[src/rtl/pipe_pkg.sv]
// Shared definitions for the IF -> ID -> EX pipeline.
// Contents: the instruction word layout, opcode constants, the fetch state
// encoding and a helper that extracts the opcode field of a word.
package pipe_pkg;

  localparam int ADDR_W  = 8;
  localparam int INSTR_W = 20;

  // Instruction word layout: {opcode[19:16], opA[15:8], opB[7:0]}
  localparam int OP_MSB = 19;
  localparam int OP_LSB = 16;
  localparam int A_MSB  = 15;
  localparam int A_LSB  = 8;
  localparam int B_MSB  = 7;
  localparam int B_LSB  = 0;

  typedef enum logic [3:0] {
    OP_ADD  = 4'h0,
    OP_SUB  = 4'h1,
    OP_AND  = 4'h2,
    OP_OR   = 4'h3,
    OP_XOR  = 4'h4,
    OP_CMP  = 4'h5,
    OP_SLL  = 4'h6,
    OP_SRL  = 4'h7,
    OP_HALT = 4'hF
  } opcode_t;

  typedef enum logic [1:0] {
    ST_IDLE = 2'd0,
    ST_RUN  = 2'd1,
    ST_DONE = 2'd2
  } fetch_state_t;

  function automatic logic [3:0] get_op(input logic [INSTR_W-1:0] instr);
    return instr[OP_MSB:OP_LSB];
  endfunction

endpackage

[src/rtl/fetch_ctrl_if.sv]
// IF/ID handshake bundle carrying a fetched instruction to the decode stage.
// Signals:
//   out_valid  register holds an instruction (driven by fetch)
//   out_ready  decode accepts the instruction this cycle (driven by decode)
//   out_instr  fetched instruction word
//   out_pc     address the word was fetched from
// Modports: master = fetch side, slave = decode side.
interface fetch_ctrl_if #(
  parameter int ADDR_W  = 8,
  parameter int INSTR_W = 20
);

  logic               out_valid;
  logic               out_ready;
  logic [INSTR_W-1:0] out_instr;
  logic [ADDR_W-1:0]  out_pc;

  modport master (
    output out_valid,
    output out_instr,
    output out_pc,
    input  out_ready
  );

  modport slave (
    input  out_valid,
    input  out_instr,
    input  out_pc,
    output out_ready
  );

endinterface

[src/rtl/fetch_ctrl.sv]
// Instruction-fetch sequencer for the IF stage.
// Owns the PC, addresses a combinational instruction ROM and loads each word
// into the IF/ID register, which is offered to decode on a valid/ready bus.
// Ports:
//   clk, rst        clock, synchronous active-high reset
//   start           pulse that begins (or restarts) fetch from START_ADDR
//   imem_addr       ROM address, always equal to the PC
//   imem_instr      ROM data for imem_addr, same cycle
//   redirect_valid  flush the held word and jump to redirect_addr (RUN only)
//   redirect_addr   redirect target; targets >= PROG_LEN end the program
//   if_id           IF/ID handshake bundle (master side)
//   busy            fetch is running
//   done            program ended and the IF/ID register has drained
module fetch_ctrl #(
  parameter int         ADDR_W     = 8,
  parameter int         INSTR_W    = 20,
  parameter int         PROG_LEN   = 8,
  parameter int         START_ADDR = 0,
  parameter logic [3:0] HALT_OP    = 4'hF
) (
  input  logic                clk,
  input  logic                rst,
  input  logic                start,
  output logic [ADDR_W-1:0]   imem_addr,
  input  logic [INSTR_W-1:0]  imem_instr,
  input  logic                redirect_valid,
  input  logic [ADDR_W-1:0]   redirect_addr,
  fetch_ctrl_if.master        if_id,
  output logic                busy,
  output logic                done
);

  import pipe_pkg::*;

  // One extra bit so PROG_LEN == 2**ADDR_W is representable in comparisons.
  localparam int                CMP_W   = ADDR_W + 1;
  localparam logic [CMP_W-1:0]  LEN     = CMP_W'(PROG_LEN);
  localparam logic [CMP_W-1:0]  LAST_PC = CMP_W'(PROG_LEN - 1);
  localparam logic [ADDR_W-1:0] START   = ADDR_W'(START_ADDR);

  fetch_state_t       state_q, state_d;
  logic [ADDR_W-1:0]  pc_q, pc_d;
  logic               valid_q, valid_d;
  logic [INSTR_W-1:0] instr_q, instr_d;
  logic [ADDR_W-1:0]  out_pc_q, out_pc_d;
  logic               advance;

  assign advance = (state_q == ST_RUN) && (!valid_q || if_id.out_ready);

  always_comb begin
    // NOTE: every variable gets its hold value first so no path through the
    // case can leave one unassigned and infer a latch.
    state_d  = state_q;
    pc_d     = pc_q;
    valid_d  = valid_q;
    instr_d  = instr_q;
    out_pc_d = out_pc_q;

    unique case (state_q)
      ST_IDLE: begin
        if (start) begin
          state_d = ST_RUN;
          pc_d    = START;
        end
      end

      ST_RUN: begin
        if (redirect_valid) begin
          // Flush wins over everything else in RUN, held word is dropped.
          valid_d = 1'b0;
          if ({1'b0, redirect_addr} < LEN) pc_d = redirect_addr;
          else                             state_d = ST_DONE;
        end else if (advance) begin
          if (get_op(imem_instr) == HALT_OP) begin
            // Advance implies any held word is consumed now, so the
            // register empties.
            state_d = ST_DONE;
            valid_d = 1'b0;
          end else begin
            instr_d  = imem_instr;
            out_pc_d = pc_q;
            valid_d  = 1'b1;
            // PC parks on the last word rather than stepping past the program.
            if ({1'b0, pc_q} == LAST_PC) state_d = ST_DONE;
            else                         pc_d    = pc_q + 1'b1;
          end
        end
      end

      ST_DONE: begin
        if (start) begin
          state_d = ST_RUN;
          pc_d    = START;
          valid_d = 1'b0;
        end else if (valid_q && if_id.out_ready) begin
          valid_d = 1'b0;
        end
      end

      default: state_d = ST_IDLE;
    endcase
  end

  // NOTE: state is updated with non-blocking assignments so every register
  // samples the pre-edge values, independent of statement order.
  always_ff @(posedge clk) begin
    if (rst) begin
      state_q  <= ST_IDLE;
      pc_q     <= START;
      valid_q  <= 1'b0;
      instr_q  <= '0;
      out_pc_q <= '0;
    end else begin
      state_q  <= state_d;
      pc_q     <= pc_d;
      valid_q  <= valid_d;
      instr_q  <= instr_d;
      out_pc_q <= out_pc_d;
    end
  end

  assign imem_addr       = pc_q;
  assign if_id.out_valid = valid_q;
  assign if_id.out_instr = instr_q;
  assign if_id.out_pc    = out_pc_q;
  assign busy            = (state_q == ST_RUN);
  assign done            = (state_q == ST_DONE) && !valid_q;

endmodule

[src/flat_wrapper.sv]
// flat-port wrapper written by rule: the top's interface ports become plain ports
module fetch_ctrl_flat import pipe_pkg::*;
#(
  parameter int         ADDR_W     = 8,
  parameter int         INSTR_W    = 20,
  parameter int         PROG_LEN   = 8,
  parameter int         START_ADDR = 0,
  parameter logic [3:0] HALT_OP    = 4'hF
)
  (clk, rst, start, imem_addr, imem_instr, redirect_valid, redirect_addr, busy, done, if_id_out_valid, if_id_out_instr, if_id_out_pc, if_id_out_ready);
  fetch_ctrl_if #(.ADDR_W(ADDR_W), .INSTR_W(INSTR_W)) if_id_i ();
  input  logic clk;
  input  logic rst;
  input  logic start;
  output logic [ADDR_W-1:0] imem_addr;
  input  logic [INSTR_W-1:0] imem_instr;
  input  logic redirect_valid;
  input  logic [ADDR_W-1:0] redirect_addr;
  output logic busy;
  output logic done;
  output wire logic [$bits(if_id_i.out_valid)-1:0] if_id_out_valid;
  output wire logic [$bits(if_id_i.out_instr)-1:0] if_id_out_instr;
  output wire logic [$bits(if_id_i.out_pc)-1:0] if_id_out_pc;
  input wire logic [$bits(if_id_i.out_ready)-1:0] if_id_out_ready;
  assign if_id_out_valid = if_id_i.out_valid;
  assign if_id_out_instr = if_id_i.out_instr;
  assign if_id_out_pc = if_id_i.out_pc;
  assign if_id_i.out_ready = if_id_out_ready;
  fetch_ctrl #(.ADDR_W(ADDR_W), .INSTR_W(INSTR_W), .PROG_LEN(PROG_LEN), .START_ADDR(START_ADDR), .HALT_OP(HALT_OP)) u_core (.clk(clk), .rst(rst), .start(start), .imem_addr(imem_addr), .imem_instr(imem_instr), .redirect_valid(redirect_valid), .redirect_addr(redirect_addr), .if_id(if_id_i), .busy(busy), .done(done));
endmodule
[config.mk]
export PLATFORM = sky130hd
export DESIGN_NAME = fetch_ctrl_flat
export DESIGN_NICKNAME = d
export VERILOG_FILES = /design/src/rtl/pipe_pkg.sv /design/src/rtl/fetch_ctrl_if.sv /design/src/rtl/fetch_ctrl.sv /design/src/flat_wrapper.sv
export SDC_FILE = /design/constraint.sdc
export NUM_CORES = 1
export LEC_CHECK = 0
export ABC_AREA = 0
export BUFFER_PORTS_ARGS = -buffer_cell sky130_fd_sc_hd__buf_2
export CAP_MARGIN = 10
export CORE_MARGIN = 2
export CORE_UTILIZATION = 51
export DETAILED_ROUTE_END_ITERATION = 8
export GPL_TIMING_DRIVEN = 0
export HOLD_SLACK_MARGIN = 0.02
export PLACE_DENSITY = 0.94
export SLEW_MARGIN = 15
export SYNTH_ARGS = -nofsm -noshare
export SYNTH_HDL_FRONTEND = slang
export SYNTH_SLANG_ARGS = --single-unit
[constraint.sdc]
create_clock -name clk -period 4.6 [get_ports clk]
set_input_delay 0.23 -clock clk [delete_from_list [all_inputs] [get_ports clk]]
set_output_delay 0.23 -clock clk [all_outputs]
set_load 0.01 [all_outputs]
==> impl_metrics.py <==
metrics = {
    "place": {
        "place_congestion": 0.896,
        "dp_hpwl_um": 3160,
        "dpl-instance-area_sq_um": 2180,
        "pre_cts_ws_ns": 2.50,
        "port_buffers": 70,
    },
    "global_route": {
        "grt_max_degree": 12,
        "grt_pass1_vias": 1610,
        "overflow": 0,
        "grt_first_pass_wirelength_um": 6840,
        "grt_antenna_before_repair": 0,
        "track_usage": 0.211,
    },
    "final_layout": {
        "nFillCells": 306,
        "nNetsFinal": 334,
        "final_cell_area_sq_um": 2230,
        "drive_above_1_share": 0.284,
        "num_antenna_cells": 0,
        "syn2layout_area_growth_pct": 25.8,
    },
    "synthesis": {
        "syn_area_per_cell_sq_um": 8.13,
        "yosysSeqAreaShare": 0.441,
        "syn_area_sq_um": 1770,
        "synth_cell_types": 39,
        "synth_fp_nets": 257,
        "synth_commonest_cells": "nand2_1 (62), dfxtp_1 (39), a21oi_1 (31)",
        "synth_seq_cells": 39,
        "synth_area_leaders": "dfxtp_1 (44%), nand2_1 (13%), a21oi_1 (8.8%)",
        "synth_most_common_cell": "nand2_1",
        "ys.flop_type": "dfxtp_1",
        "synth_edf_count": 0,
        "synth_top_area_cell": "dfxtp_1",
        "syn_inst": 218,
        "yosys_warnings": 0,
        "post-synth-top-area-fraction": 0.441,
        "synthArstFlopShare": 0,
    },
    "pwr": {
        "p_clk_frac": 0.187,
        "power.switching_mw": 0.335,
        "power_per_cell_area_nw_per_um2": 402,
        "combPwrFrac": 0.347,
        "p_seq_frac": 0.467,
        "ir_worst_vdd_uv": 164,
        "p_int_mw": 0.561,
        "switching_share": 0.373,
        "power.leakage_nw": 1.00,
    },
    "clock_network": {
        "cts_buffers": 5,
        "post_cts_resized": 0,
        "clk_latency_ns": 0.35,
        "cts_root_buf": "clkbuf_4",
        "htreeDepth": 2,
        "cts_buffer_depth": 2,
        "cts.clk_slew.worst_paths_ns": 0.11,
        "post-cts-setup-buffers": 0,
        "cts_sinks": 39,
        "cts_tree": "built",
        "holdBufCountCts": 0,
    },
    "die": {
        "start_util": 0.531,
        "dieArea_sq_um": 3960,
        "num_rows": 21,
        "die-width_um": 62.9,
        "ios": 72,
        "die_h_um": 62.9,
        "coreArea_sq_um": 3340,
    },
    "timing": {
        "period_share": 0.463,
        "worst_pin_slew_ns": 0.471,
        "skew_ns": 0.00616,
        "tns_ns": 0,
        "rsz0062_at_grt": "false",
        "worst_slack_ns": 2.47,
        "holdWs_ns": 0.109,
        "hold_violations": 0,
        "fmax_ghz": 0.470,
        "relSlewSlack": 0.686,
        "slew_violations": 0,
        "final-setup-viol-count": 0,
        "timing.final.crit_period_ns": 2.13,
    },
    "drt": {
        "wl_per_cell_um": 12.0,
        "vias_per_cell": 5.29,
        "ant_nets": 0,
        "drt_first_pass_iters": 4,
        "post-route-drc-count": 0,
        "drt_iter0_drc": 73,
        "routed_wl_um": 4090,
        "num_vias": 1809,
    },
    "critical_path": {
        "worstPathRequired_ns": 4.89,
        "criticalPathCategory": "reg -> reg",
        "arrival_ns": 2.41,
        "cp-end-kind": "flip-flop",
        "startpoint_type": "flip-flop",
        "crit_fanout": 7,
    },
    "min_path": {
        "min_path_type": "in -> reg",
    },
    "flow_run": {
        "cap_violations": 0,
    },
    "run_status": {
        "status": "complete, no violations",
    },
}
[sequential cells by signal (all words and copies together), names as in the netlist]
register,cells
u_core.if_id.out_instr,20
u_core.if_id.out_pc,8
u_core.imem_addr,8
u_core.state_q,2
u_core.if_id.out_valid,1
[layout make-up]
type | instances | area (sq um) | share of cell area
multi-input combinational | 166 | 941 | 0.422
timing repair buffer | 70 | 350 | 0.157
tap | 46 | 57.6 | 0.0258
buffer | 11 | 42.5 | 0.0191
sequential | 39 | 781 | 0.350
clock inverter | 1 | 5.00 | 0.00224
clock buffer | 7 | 45.0 | 0.0202
inverter | 2 | 7.51 | 0.00337
[per-layer routing]
metal	wire length (um)	track usage
met5	0	0
met4	34	0.0528
met3	330	0.0541
met2	1970	0.368
met1	1750	0.258
[placed cells by master (no fill, tap or decap), types with 2 or more instances in the layout]
| cell | instances |
|---|---|
| dfxtp_1 | 39 |
| buf_2 | 71 |
| nor2b_1 | 2 |
| clkbuf_4 | 5 |
| inv_1 | 2 |
| nand3_1 | 2 |
| or4b_1 | 3 |
| or3_1 | 2 |
| o21ai_0 | 4 |
| o2bb2ai_1 | 2 |
| nand3b_1 | 2 |
| a21oi_2 | 3 |
| nor2_1 | 11 |
| mux2i_1 | 2 |
| a21o_1 | 4 |
| a41o_1 | 3 |
| nor3b_1 | 2 |
| a31oi_1 | 3 |
| nor3_1 | 3 |
| clkbuf_1 | 12 |
| a211oi_1 | 3 |
| a21oi_1 | 31 |
| nand2_1 | 62 |
| ha_1 | 6 |
[critical path, stage by stage, from the launching register on]
cell and delay, ns:
dfxtp_1 0.45, ha_1 0.27, or4b_1 0.47, o21ai_2 0.19, o22ai_2 0.15, a21oi_1 0.37
o2bb2ai_1 0.16
[power groups by stage]
stage / Clock, mW / Sequential (mW) / Combinational [mW]
2_1_floorplan: 0 / 0.436 / 0.193
3_3_place_gp: 0 / 0.424 / 0.300
3_5_place_dp: 0 / 0.425 / 0.311
4_1_cts: 0.169 / 0.418 / 0.312
5_1_grt: 0.182 / 0.425 / 0.347
6_report: 0.167 / 0.418 / 0.311
[metrics by stage]
stage                     power [mW]   util  cells
after floorplan                0.629      -    218
after global placement         0.724  0.653    334
after detailed placement       0.737  0.653    334
after CTS                      0.899  0.668    342
after global routing           0.953  0.668    342
final                          0.896  0.668    342
[worst paths after layout]
check | startpoint | to | slack [ns] | cells past startpoint
min reg2reg | u_core.if_id.out_instr[9] | u_core.if_id.out_instr[9] | 0.46 | 2
max reg2reg | u_core.imem_addr[0] | u_core.imem_addr[0] | 2.47 | 6
max | u_core.imem_addr[0] | u_core.imem_addr[0] | 2.47 | 6
min | imem_instr[8] | u_core.if_id.out_instr[8] | 0.11 | 3
[kinds of logic after synthesis]
group	count (synthesis)	synth area share
fa+ha+maj	6	0.0424
compound gates	62	0.229
flops	39	0.441
simple gates	96	0.249
mux	2	0.0113
buf+inv	13	0.0282
Note: power is estimated with default switching activity, not from simulation.
